<file path="config.mk">
export PLATFORM = sky130hd
export DESIGN_NAME = seg7_scan_driver
export DESIGN_NICKNAME = d
export VERILOG_FILES = /design/src/rtl/seg7_pkg.sv /design/src/rtl/seg7_hex_decode.sv /design/src/rtl/seg7_scan_driver.sv
export SDC_FILE = /design/constraint.sdc
export NUM_CORES = 1
export LEC_CHECK = 0
export ABC_AREA = 1
export CORE_MARGIN = 1.5
export CORE_UTILIZATION = 57
export DETAILED_ROUTE_END_ITERATION = 6
export GPL_TIMING_DRIVEN = 0
export PLACE_DENSITY = 0.82
export SLEW_MARGIN = 20
export SYNTH_ARGS = -nofsm -noshare
export SYNTH_HDL_FRONTEND = slang
export SYNTH_SLANG_ARGS = --single-unit
</file>
<file path="constraint.sdc">
create_clock -name clk -period 3.35 [get_ports clk]
set_input_delay 0.67 -clock clk [delete_from_list [all_inputs] [get_ports clk]]
set_output_delay 0.67 -clock clk [all_outputs]
set_load 0.005 [all_outputs]
</file>
<file path="src/rtl/seg7_pkg.sv">
// seg7_pkg: shared constants, hex-to-segment table and index-width helper for the scan driver
package seg7_pkg;

    localparam logic [6:0] SEG_OFF = 7'h7F;

    function automatic logic [6:0] hex_to_seg(input logic [3:0] h);
        case (h)
            4'h0: return 7'h40;
            4'h1: return 7'h79;
            4'h2: return 7'h24;
            4'h3: return 7'h30;
            4'h4: return 7'h19;
            4'h5: return 7'h12;
            4'h6: return 7'h02;
            4'h7: return 7'h78;
            4'h8: return 7'h00;
            4'h9: return 7'h10;
            4'hA: return 7'h08;
            4'hB: return 7'h03;
            4'hC: return 7'h46;
            4'hD: return 7'h21;
            4'hE: return 7'h06;
            default: return 7'h0E;
        endcase
    endfunction

    function automatic int idx_width(input int n);
        return (n > 1) ? $clog2(n) : 1;
    endfunction

endpackage

</file>
<file path="src/rtl/seg7_hex_decode.sv">
// seg7_hex_decode: combinational nibble to active-low {g,f,e,d,c,b,a} segment pattern
module seg7_hex_decode
    import seg7_pkg::*;
(
    input  logic [3:0] nib,
    output logic [6:0] seg
);

    assign seg = hex_to_seg(nib);

endmodule

</file>
<file path="src/rtl/seg7_scan_driver.sv">
// seg7_scan_driver: multiplexed common-anode 7-segment driver with shadow latch, LZB and ghost blanking
module seg7_scan_driver
    import seg7_pkg::*;
#(
    parameter int NUM_DIGITS  = 4,
    parameter int REFRESH_DIV = 50000,
    parameter int GHOST_CYC   = 64,
    parameter int LZB_EN      = 1
) (
    input  logic                                 clk,
    input  logic                                 rst,
    input  logic [4*NUM_DIGITS-1:0]              value,
    input  logic [NUM_DIGITS-1:0]                dp_in,
    input  logic                                 load,
    input  logic                                 blank_in,
    output logic [6:0]                           seg,
    output logic                                 dp,
    output logic [NUM_DIGITS-1:0]                an,
    output logic [idx_width(NUM_DIGITS)-1:0]     digit_idx
);

    localparam int IW = idx_width(NUM_DIGITS);
    localparam int PW = $clog2(REFRESH_DIV);

    logic [PW-1:0]           presc;
    logic [4*NUM_DIGITS-1:0] sh_val;
    logic [NUM_DIGITS-1:0]   sh_dp;
    logic [NUM_DIGITS-1:0]   lz;
    logic [NUM_DIGITS-1:0]   an_n;
    logic [3:0]              nib;
    logic [6:0]              dec_seg;
    logic [6:0]              seg_n;
    logic                    dp_n;
    logic                    wrap;
    logic                    dark;

    assign wrap = presc == PW'(REFRESH_DIV - 1);
    assign dark = blank_in || presc < PW'(GHOST_CYC);
    assign nib  = sh_val[digit_idx*4 +: 4];

    seg7_hex_decode u_dec (
        .nib (nib),
        .seg (dec_seg)
    );

    // A digit above 0 is a leading zero when it and every higher nibble are zero
    always_comb begin
        lz = '0;
        for (int i = 1; i < NUM_DIGITS; i++)
            lz[i] = (sh_val >> (4*i)) == '0;
    end

    always_comb begin
        seg_n = (dark || (LZB_EN != 0 && lz[digit_idx])) ? SEG_OFF : dec_seg;
        dp_n  = dark || !sh_dp[digit_idx];
        an_n  = dark ? '1 : ~(NUM_DIGITS'(1) << digit_idx);
    end

    always_ff @(posedge clk) begin
        if (rst) begin
            presc     <= '0;
            digit_idx <= '0;
            sh_val    <= '0;
            sh_dp     <= '0;
            seg       <= SEG_OFF;
            dp        <= 1'b1;
            an        <= '1;
        end else begin
            presc <= wrap ? '0 : presc + 1'b1;
            if (wrap)
                digit_idx <= (digit_idx == IW'(NUM_DIGITS - 1)) ? '0 : digit_idx + 1'b1;
            if (load) begin
                sh_val <= value;
                sh_dp  <= dp_in;
            end
            seg <= seg_n;
            dp  <= dp_n;
            an  <= an_n;
        end
    end

endmodule

</file>
==> run summary, run 1 <==
Vias in the first global route: 2012
H-tree levels: 2
Largest net degree at the start of global routing: 15
Die span in y: 68.7 um
Syn Nets: 387
CP top delay family: buffers and inverters
Via density: 5.21
Setup Fix Bufs, Post-CTS: 0
Status: complete, no violations
Crit path buf inv count: 1
Cell taking the most area after synthesis: dfxtp_1
WL final: 5230 um
YS warnings: 0
Hold Vio Cnt, Final: 0
CP Cell Sequence: clkdlybuf4s50_1
Port Buffer Count: 37
Fillcell total: 352
Grt total ovfl: 0
Worst Setup Start Kind: flip-flop
WL per Instance: 11.7 um
Clock Skew: 0.00656 ns
CTS Buffer Depth: 2
Pre-CTS setup slack: 1.22 ns
Crit path kind: reg -> out
Synth cell types: 28
Power per cell area: 383 nW/um2
CP startpoint: digit_idx[1]
Hold Path Class: reg -> reg
Syn-to-layout area delta: 22.1%
Worst Hold Launch: presc[0]
CTS resizes: 0
Avg Synthesized Cell Area: 6.98 um2
Initial core utilization: 0.602
RSZ-0062 raised after global routing: false
Final slew viol count: 0
Synthesis-stage register bit count: 50
Post-CTS Hold Buffers: 0
Setup violators final: 0
Max VDD drop: 0.000282 V
Die X: 68.7 um
Vias: 2329
FF-to-FF Start: digit_idx[1]
CP max stage cell: clkdlybuf4s50_1
Max stage delay on crit path: 0.56 ns
Root Driver: clkbuf_8
Routability congestion estimate: 0.892
Max Fanout on Critical Path: 6
Synth Instances: 352
DRT Pass-1 Iters: 5
# IOs: 38
Fin crit period: 2.00 ns
Setup ws final: 1.35 ns
Share of cells above drive strength 1: 0.0831
Initial DRC Count: 187
Placement Rows: 23
First-pass GRT wire length: 8950 um
Area contributors post-synth: dfxtp_1, nand2_1, nor2_1
Slew HR: 0.671
Top cell type's share of synthesized area: 0.407
Period utilization: 0.597
CTS Buf Count: 5
Post-Syn Area: 2460 um2
Final layout net count: 431
Lkg Pwr: 1.25 nW
Clock latency on the worst-skew pair: 0.30 ns
Die area: 4720 um2
CTS tree: built
Max Clock Freq: 0.500 GHz
Number of max-cap violations: 0
Seq/Total Area, Yosys: 0.407
Ant. Diodes: 0
Clock-pin slew on the worst setup and hold paths: 0.09 ns
Antenna Nets Post-Route: 0
Req. time, crit path: 2.68 ns
CP Capture Type: output pin
Final setup TNS: 0 ns
DRC violations left: 0
Total core area: 4090 um2
Dpl hpwl: 3860 um
Worst EP arrival: 1.33 ns
Final hold slack: 0.449 ns
Initial antenna violation count: 0
Worst-Margin Slew: 0.491 ns
# clock sinks: 50
GR Util All Layers: 0.253
## layout make-up
type / count / area, um2 / area share
multi-input cells: 268 / 1310 / 0.437
clock buffers: 8 / 110 / 0.0367
flip-flops and latches: 50 / 1000 / 0.333
repair buffers: 37 / 370 / 0.123
well taps: 50 / 62.6 / 0.0208
inverters: 25 / 96.3 / 0.0321
plain buffers: 9 / 50.0 / 0.0167
## final timing paths
path	slack, ns	cells after the start	end
max	1.35	1	digit_idx[1]
min	0.45	1	presc[0]
max reg2reg	1.47	9	seg[5]
min reg2reg	0.45	1	presc[0]
## synth_stat cells (all sizes together)
cell,n
o21ai,25
nand3b,1
nand4,5
ha,11
xnor2,3
dfxtp,50
nor3,3
xor2,3
nor2,75
a21oi,14
inv,25
or2,2
buf,4
nand2,87
nand3,39
clkbuf,5
## report_power, final
group,internal (mW),switching [mW]
clock network,0.209,0.195
registers,0.614,0.0113
logic,0.0550,0.0655
total,0.877,0.272
## placed cells by master (no fill, tap or decap), types with 2 or more instances in the layout
master	count
o21ai_0	24
nor2_2	2
nand3_2	2
a21oi_1	14
inv_2	6
nand2_2	6
nor2_1	72
nand4_1	5
nand2_1	80
inv_1	18
dfxtp_1	50
clkbuf_8	8
clkdlybuf4s50_1	37
xor2_1	3
nand3_1	37
clkbuf_1	5
xnor2_1	3
nor3_1	2
buf_4	2
ha_1	11
## metrics by stage
step	util	power (mW)	area (um2)	std cells
6_report	0.735	1.15	3000	447
5_1_grt	0.735	1.20	3000	447
4_1_cts	0.735	1.16	3000	447
3_5_place_dp	0.708	0.758	2890	439
3_3_place_gp	0.708	0.756	2890	439
2_1_floorplan	-	0.711	2460	352
## routing by layer
| metal | part of all wire | global-route usage | vias up |
|---|---|---|---|
| li1 | - | - | 1216 |
| met1 | 0.45 | 0.323 | 1012 |
| met2 | 0.47 | 0.425 | 89 |
| met3 | 0.069 | 0.0438 | 12 |
| met4 | 0.016 | 0.0950 | 0 |
| met5 | 0 | 0 | - |
## registers in the layout (all words and copies together) (netlist names)
signal	flops
sh_val	16
dp	1
seg	7
digit_idx	2
presc	16
sh_dp	4
an	4
## cells by family after synthesis
| kind of cell | after synthesis | share of synthesized area |
|---|---|---|
| buf+inv | 34 | 0.0595 |
| xor+xnor | 6 | 0.0214 |
| compound gates | 39 | 0.0794 |
| simple gates | 212 | 0.377 |
| flops | 50 | 0.407 |
| fa+ha+maj | 11 | 0.0560 |
Note: power is estimated with default switching activity, not from simulation.
==> inputs of run 2 (changes only) <==
Settings changed: CORE_UTILIZATION 57 to 53, PLACE_DENSITY 0.82 to 0.77.
Clock period 3.35 ns to 1.9 ns, I/O delays scaled along.
==> run 2 against run 1 <==
Effect of this change: global-route usage decreased by 3.3 points; clock skew grew 0.0089 ns; die area up 7.2%; sequential share of layout area rose by 0.17 points.
==> run summary, run 2 (same netlist as run 1, synthesis figures left out) <==
Power per cell area: 646 nW/um2
Initial antenna violation count: 0
CP max stage cell: dfxtp_2
Port Buffer Count: 37
Antenna Nets Post-Route: 0
Clock Power Share: 0.319
Switch share: 0.256
Max stage delay on crit path: 0.35 ns
Ant. Diodes: 0
Max VDD drop: 0.000405 V
GR Util All Layers: 0.220
Psw: 495 uW
Status: complete, no violations
Grt total ovfl: 0
Initial DRC Count: 134
CTS tree: built
Worst Setup Start Kind: flip-flop
Req. time, crit path: 2.07 ns
Logic pwr share: 0.111
Met2 usage: 0.333
# IOs: 38
Vias in the first global route: 2030
Lkg Pwr: 1.23 nW
Flop pwr share: 0.570
# clock sinks: 50
Final hold slack: 0.454 ns
Setup ws final: 0.145 ns
Max Clock Freq: 0.570 GHz
Worst-Margin Slew: 0.464 ns
Fin crit period: 1.76 ns
Clock Skew: 0.0155 ns
Most used routing layer: met2
Share of cells above drive strength 1: 0.0932
P_int: 1.44 mW
Fin area: 2990 um2
Die span in y: 71.1 um
CTS resizes: 0
DRT Pass-1 Iters: 4
Final layout net count: 431
Final setup TNS: 0 ns
Total Power: 1.93 mW
CTS Buf Count: 5
Max Fanout on Critical Path: 10
Pre-CTS setup slack: 0.0896 ns
Crit path kind: reg -> reg
Period utilization: 0.924
H-tree levels: 2
First-pass GRT wire length: 8980 um
Grt met1 use: 0.319
R2R Setup Slk: 0.14 ns
Commonest non-fill, non-tap cell in the layout: nand2_1
Initial core utilization: 0.557
RSZ-0062 raised after global routing: false
R2r worst-path depth: 11
Via density: 5.21
CP startpoint: digit_idx[0]
Biggest regs: presc x16, sh_val x16, seg x7
Slew HR: 0.691
CP Capture Type: flip-flop
Hold Path Class: reg -> reg
Root Driver: clkbuf_8
Vias: 2338
Final slew viol count: 0
Placed inst area: 2890 um2
Routability congestion estimate: 0.872
Hold Vio Cnt, Final: 0
Largest net degree at the start of global routing: 17
Met3 usage: 0.0356
Dpl hpwl: 3950 um
Post-CTS Hold Buffers: 0
Placement Rows: 24
Worst EP arrival: 1.93 ns
Setup violators final: 0
DRC violations left: 0
CP endpoint: seg[3]
Fillcell total: 417
Clock-pin slew on the worst setup and hold paths: 0.10 ns
Clock latency on the worst-skew pair: 0.31 ns
Commonest non-fill, non-tap cells in the layout: nand2_1, nor2_1, dfxtp_1
WL final: 5250 um
Syn-to-layout area delta: 21.8%
WL per Instance: 11.7 um
CTS Buffer Depth: 2
Number of max-cap violations: 0
Die area: 5060 um2
Die X: 71.1 um
CP Cell Sequence: buf_4 -> buf_4 -> nand2_1 -> nand3_1 -> nand2_2 -> inv_1 -> ha_1 -> nand3_1 -> nand2_1 -> nand2_1 -> nand3_1
FF-to-FF Start: digit_idx[0]
R2r endpoint: seg[3]
Setup Fix Bufs, Post-CTS: 0
Total core area: 4410 um2
==> run 2: cell types whose count changed in the layout (fill, tap and decap cells not counted), sizes merged <==
cell	delta
buf	-1
clkbuf	-2
clkinv	+2
clkinvlp	+1
==> run 2: metal layers <==
metal | wire length (um) | share of wire | up-vias
li1 | - | - | 1213
met1 | 2570 | 0.49 | 1043
met2 | 2300 | 0.44 | 74
met3 | 322 | 0.061 | 8
met4 | 65 | 0.012 | 0
met5 | 0 | 0 | -
==> run 2: worst min path at each step <==
| stage | depth (start not counted) | slack, ns | startpoint | endpoint |
|---|---|---|---|---|
| after global routing | 2 | 0.49 | sh_val[7] | sh_val[7] |
| after CTS | 1 | 0.45 | presc[0] | presc[0] |
| after detailed placement | 1 | 0.43 | presc[0] | presc[0] |
| after floorplan | 1 | 0.42 | presc[0] | presc[0] |
| final | 1 | 0.45 | presc[0] | presc[0] |
| after global placement | 1 | 0.43 | presc[0] | presc[0] |
==> run 2: critical path: cells and delay by family (launching register included) <==
kind	cells	cell delay (ns)
buffers and inverters	3	0.44
DFF	1	0.35
and+or+nand+nor	7	0.62
adders and majority gates	1	0.21
==> run 2: power groups by stage <==
stage	Combinational, mW	Clock [mW]	Sequential (mW)
after floorplan	0.132	0	1.12
final	0.215	0.617	1.10
after CTS	0.214	0.634	1.10
after detailed placement	0.213	0	1.13
after global placement	0.209	0	1.13
after global routing	0.247	0.678	1.11
==> run 2: final cells by class <==
class	count	area [um2]	area share
tap	52	65.1	0.0217
clock inverter	3	21.3	0.00710
buffer	9	52.6	0.0176
inverter	25	96.3	0.0322
timing repair buffer	37	370	0.124
clock buffer	5	68.8	0.0230
sequential	50	1000	0.335
multi-input combinational	268	1320	0.440
==> run 2: metrics by stage <==
| step | utilization | cells |
|---|---|---|
| global route | 0.678 | 449 |
| global placement | 0.656 | 441 |
| CTS | 0.676 | 449 |
| finish | 0.678 | 449 |
| detailed placement | 0.656 | 441 |
| floorplan | - | 352 |
==> inputs of run 3 (changes only) <==
Settings changed: PLACE_DENSITY 0.77 to 0.79.
==> run 3 against run 2 <==
Effect of this change: register-to-register slack is essentially flat; critical path depth decreased by 2; first-iteration DRC count rose by 9.0%; fmax about the same; combinational power is essentially flat; via count is 0.38% lower; worst hold slack got worse by 0.00077 ns; global-route usage rose by 1.1 points; core utilization shrank 0.11 points; sequential power hardly changed; sequential share of layout area grew 0.056 points; clock power down 0.8%; critical path type unchanged.
==> run summary, run 3 (same netlist as run 1, synthesis figures left out) <==
Placement Rows: 24
Clock-pin slew on the worst setup and hold paths: 0.08 ns
CTS Buf Count: 5
Port Buffer Count: 37
Fin crit period: 1.75 ns
CTS Buffer Depth: 2
Ant. Diodes: 0
Fillcell total: 434
Root Driver: clkbuf_8
P_int: 1.46 mW
# IOs: 38
Initial antenna violation count: 0
Fin area: 2990 um2
Worst EP arrival: 1.94 ns
Clock Skew: 0.00388 ns
Commonest non-fill, non-tap cells in the layout: nand2_1, nor2_1, dfxtp_1
H-tree levels: 2
Number of max-cap violations: 0
GR Util All Layers: 0.231
Total core area: 4410 um2
WL per Instance: 11.9 um
Placed cell count: 441
WL final: 5340 um
Initial core utilization: 0.557
Period utilization: 0.924
Hold Path Class: reg -> reg
CTS tree: built
Total Power: 1.93 mW
Routability congestion estimate: 0.912
Lkg Pwr: 1.24 nW
Die span in y: 71.1 um
Syn-to-layout area delta: 21.6%
Register Area: 1000 um2
# clock sinks: 50
Max Clock Freq: 0.570 GHz
Slew HR: 0.676
Layout Utilization: 0.677
Placed inst area: 2890 um2
Multi-input gate area: 1310 um2
Flop pwr share: 0.571
Die X: 71.1 um
Post-CTS Hold Buffers: 0
Met2 usage: 0.379
Share of cells above drive strength 1: 0.0884
Max VDD drop: 0.000442 V
CP Capture Type: flip-flop
Initial DRC Count: 146
Worst-Margin Slew: 0.484 ns
Largest net degree at the start of global routing: 14
Status: complete, no violations
DRC violations left: 0
First-pass GRT wire length: 9370 um
DRT Pass-1 Iters: 4
Clock Power Share: 0.317
Final std cells w/o fill: 448
Vias: 2329
Final slew viol count: 0
Clock latency on the worst-skew pair: 0.30 ns
Vias in the first global route: 2152
Power per cell area: 647 nW/um2
Commonest non-fill, non-tap cell in the layout: nand2_1
Grt met1 use: 0.307
Max Fanout on Critical Path: 10
Setup violators final: 0
Hold Vio Cnt, Final: 0
Worst Setup Start Kind: flip-flop
Logic pwr share: 0.113
Most used routing layer: met2
Via density: 5.20
Psw: 470 uW
Dpl hpwl: 3980 um
Biggest regs: presc x16, sh_val x16, seg x7
Switch share: 0.243
Die area: 5060 um2
Crit path kind: reg -> reg
Final layout net count: 432
Met3 usage: 0.0484
Req. time, crit path: 2.08 ns
Grt total ovfl: 0
Antenna Nets Post-Route: 0
-- run 3: cell count changes in the layout (fill, tap and decap cells not counted), sizes merged --
cell,before,now
buf,3,5
clkinvlp,1,0
clkinv,2,0
-- run 3: final timing paths --
path | cells after the start | startpoint | to | slack, ns
min | 1 | presc[0] | presc[0] | 0.45
max reg2reg | 9 | digit_idx[0] | seg[3] | 0.15
max | 9 | digit_idx[0] | seg[3] | 0.15
min reg2reg | 1 | presc[0] | presc[0] | 0.45
-- run 3: metal layers --
layer  routed length (um)  share of wire
met3                  250          0.047
met2                 2490           0.47
met4                   61          0.011
met1                 2540           0.47
met5                    0              0
-- run 3: power by group through the flow --
| stage | clock network, mW | logic (mW) | registers, mW |
|---|---|---|---|
| after floorplan | 0 | 0.132 | 1.12 |
| final | 0.612 | 0.218 | 1.10 |
| after detailed placement | 0 | 0.212 | 1.13 |
| after global routing | 0.672 | 0.251 | 1.11 |
| after global placement | 0 | 0.207 | 1.13 |
| after CTS | 0.626 | 0.214 | 1.10 |
-- run 3: critical path, cell delays in order, from the launching register on --
cell     delay, ns
dfxtp_2       0.37
buf_4         0.17
buf_4         0.18
nand2_1       0.09
nand3_1       0.09
nand2_1       0.15
ha_1          0.34
nand3_1       0.07
nand3_1       0.09
nand3_1       0.07
-- run 3: metrics by stage --
stage | setup slack, ns | hold slack, ns | setup TNS, ns
2_1_floorplan | 0.286 | 0.418 | 0
3_3_place_gp | 0.0788 | 0.427 | 0
3_5_place_dp | 0.0755 | 0.450 | 0
4_1_cts | 0.0538 | 0.460 | 0
5_1_grt | -0.00177 | 0.498 | -0.00177
6_report | 0.145 | 0.453 | 0
-- run 3: area by class of cell --
| type | instances | share of cell area |
|---|---|---|
| multi-input cells | 268 | 0.440 |
| flip-flops and latches | 50 | 0.336 |
| repair buffers | 38 | 0.126 |
| inverters | 25 | 0.0322 |
| clock buffers | 6 | 0.0276 |
| well taps | 52 | 0.0218 |
| plain buffers | 9 | 0.0167 |
-- run 3: what timing repair did --
| action | CTS | global route |
|---|---|---|
| buffers inserted | 0 | 1 |
| gates resized for setup | 0 | 3 |
| endpoints found under the setup margin | 0 | 5 |
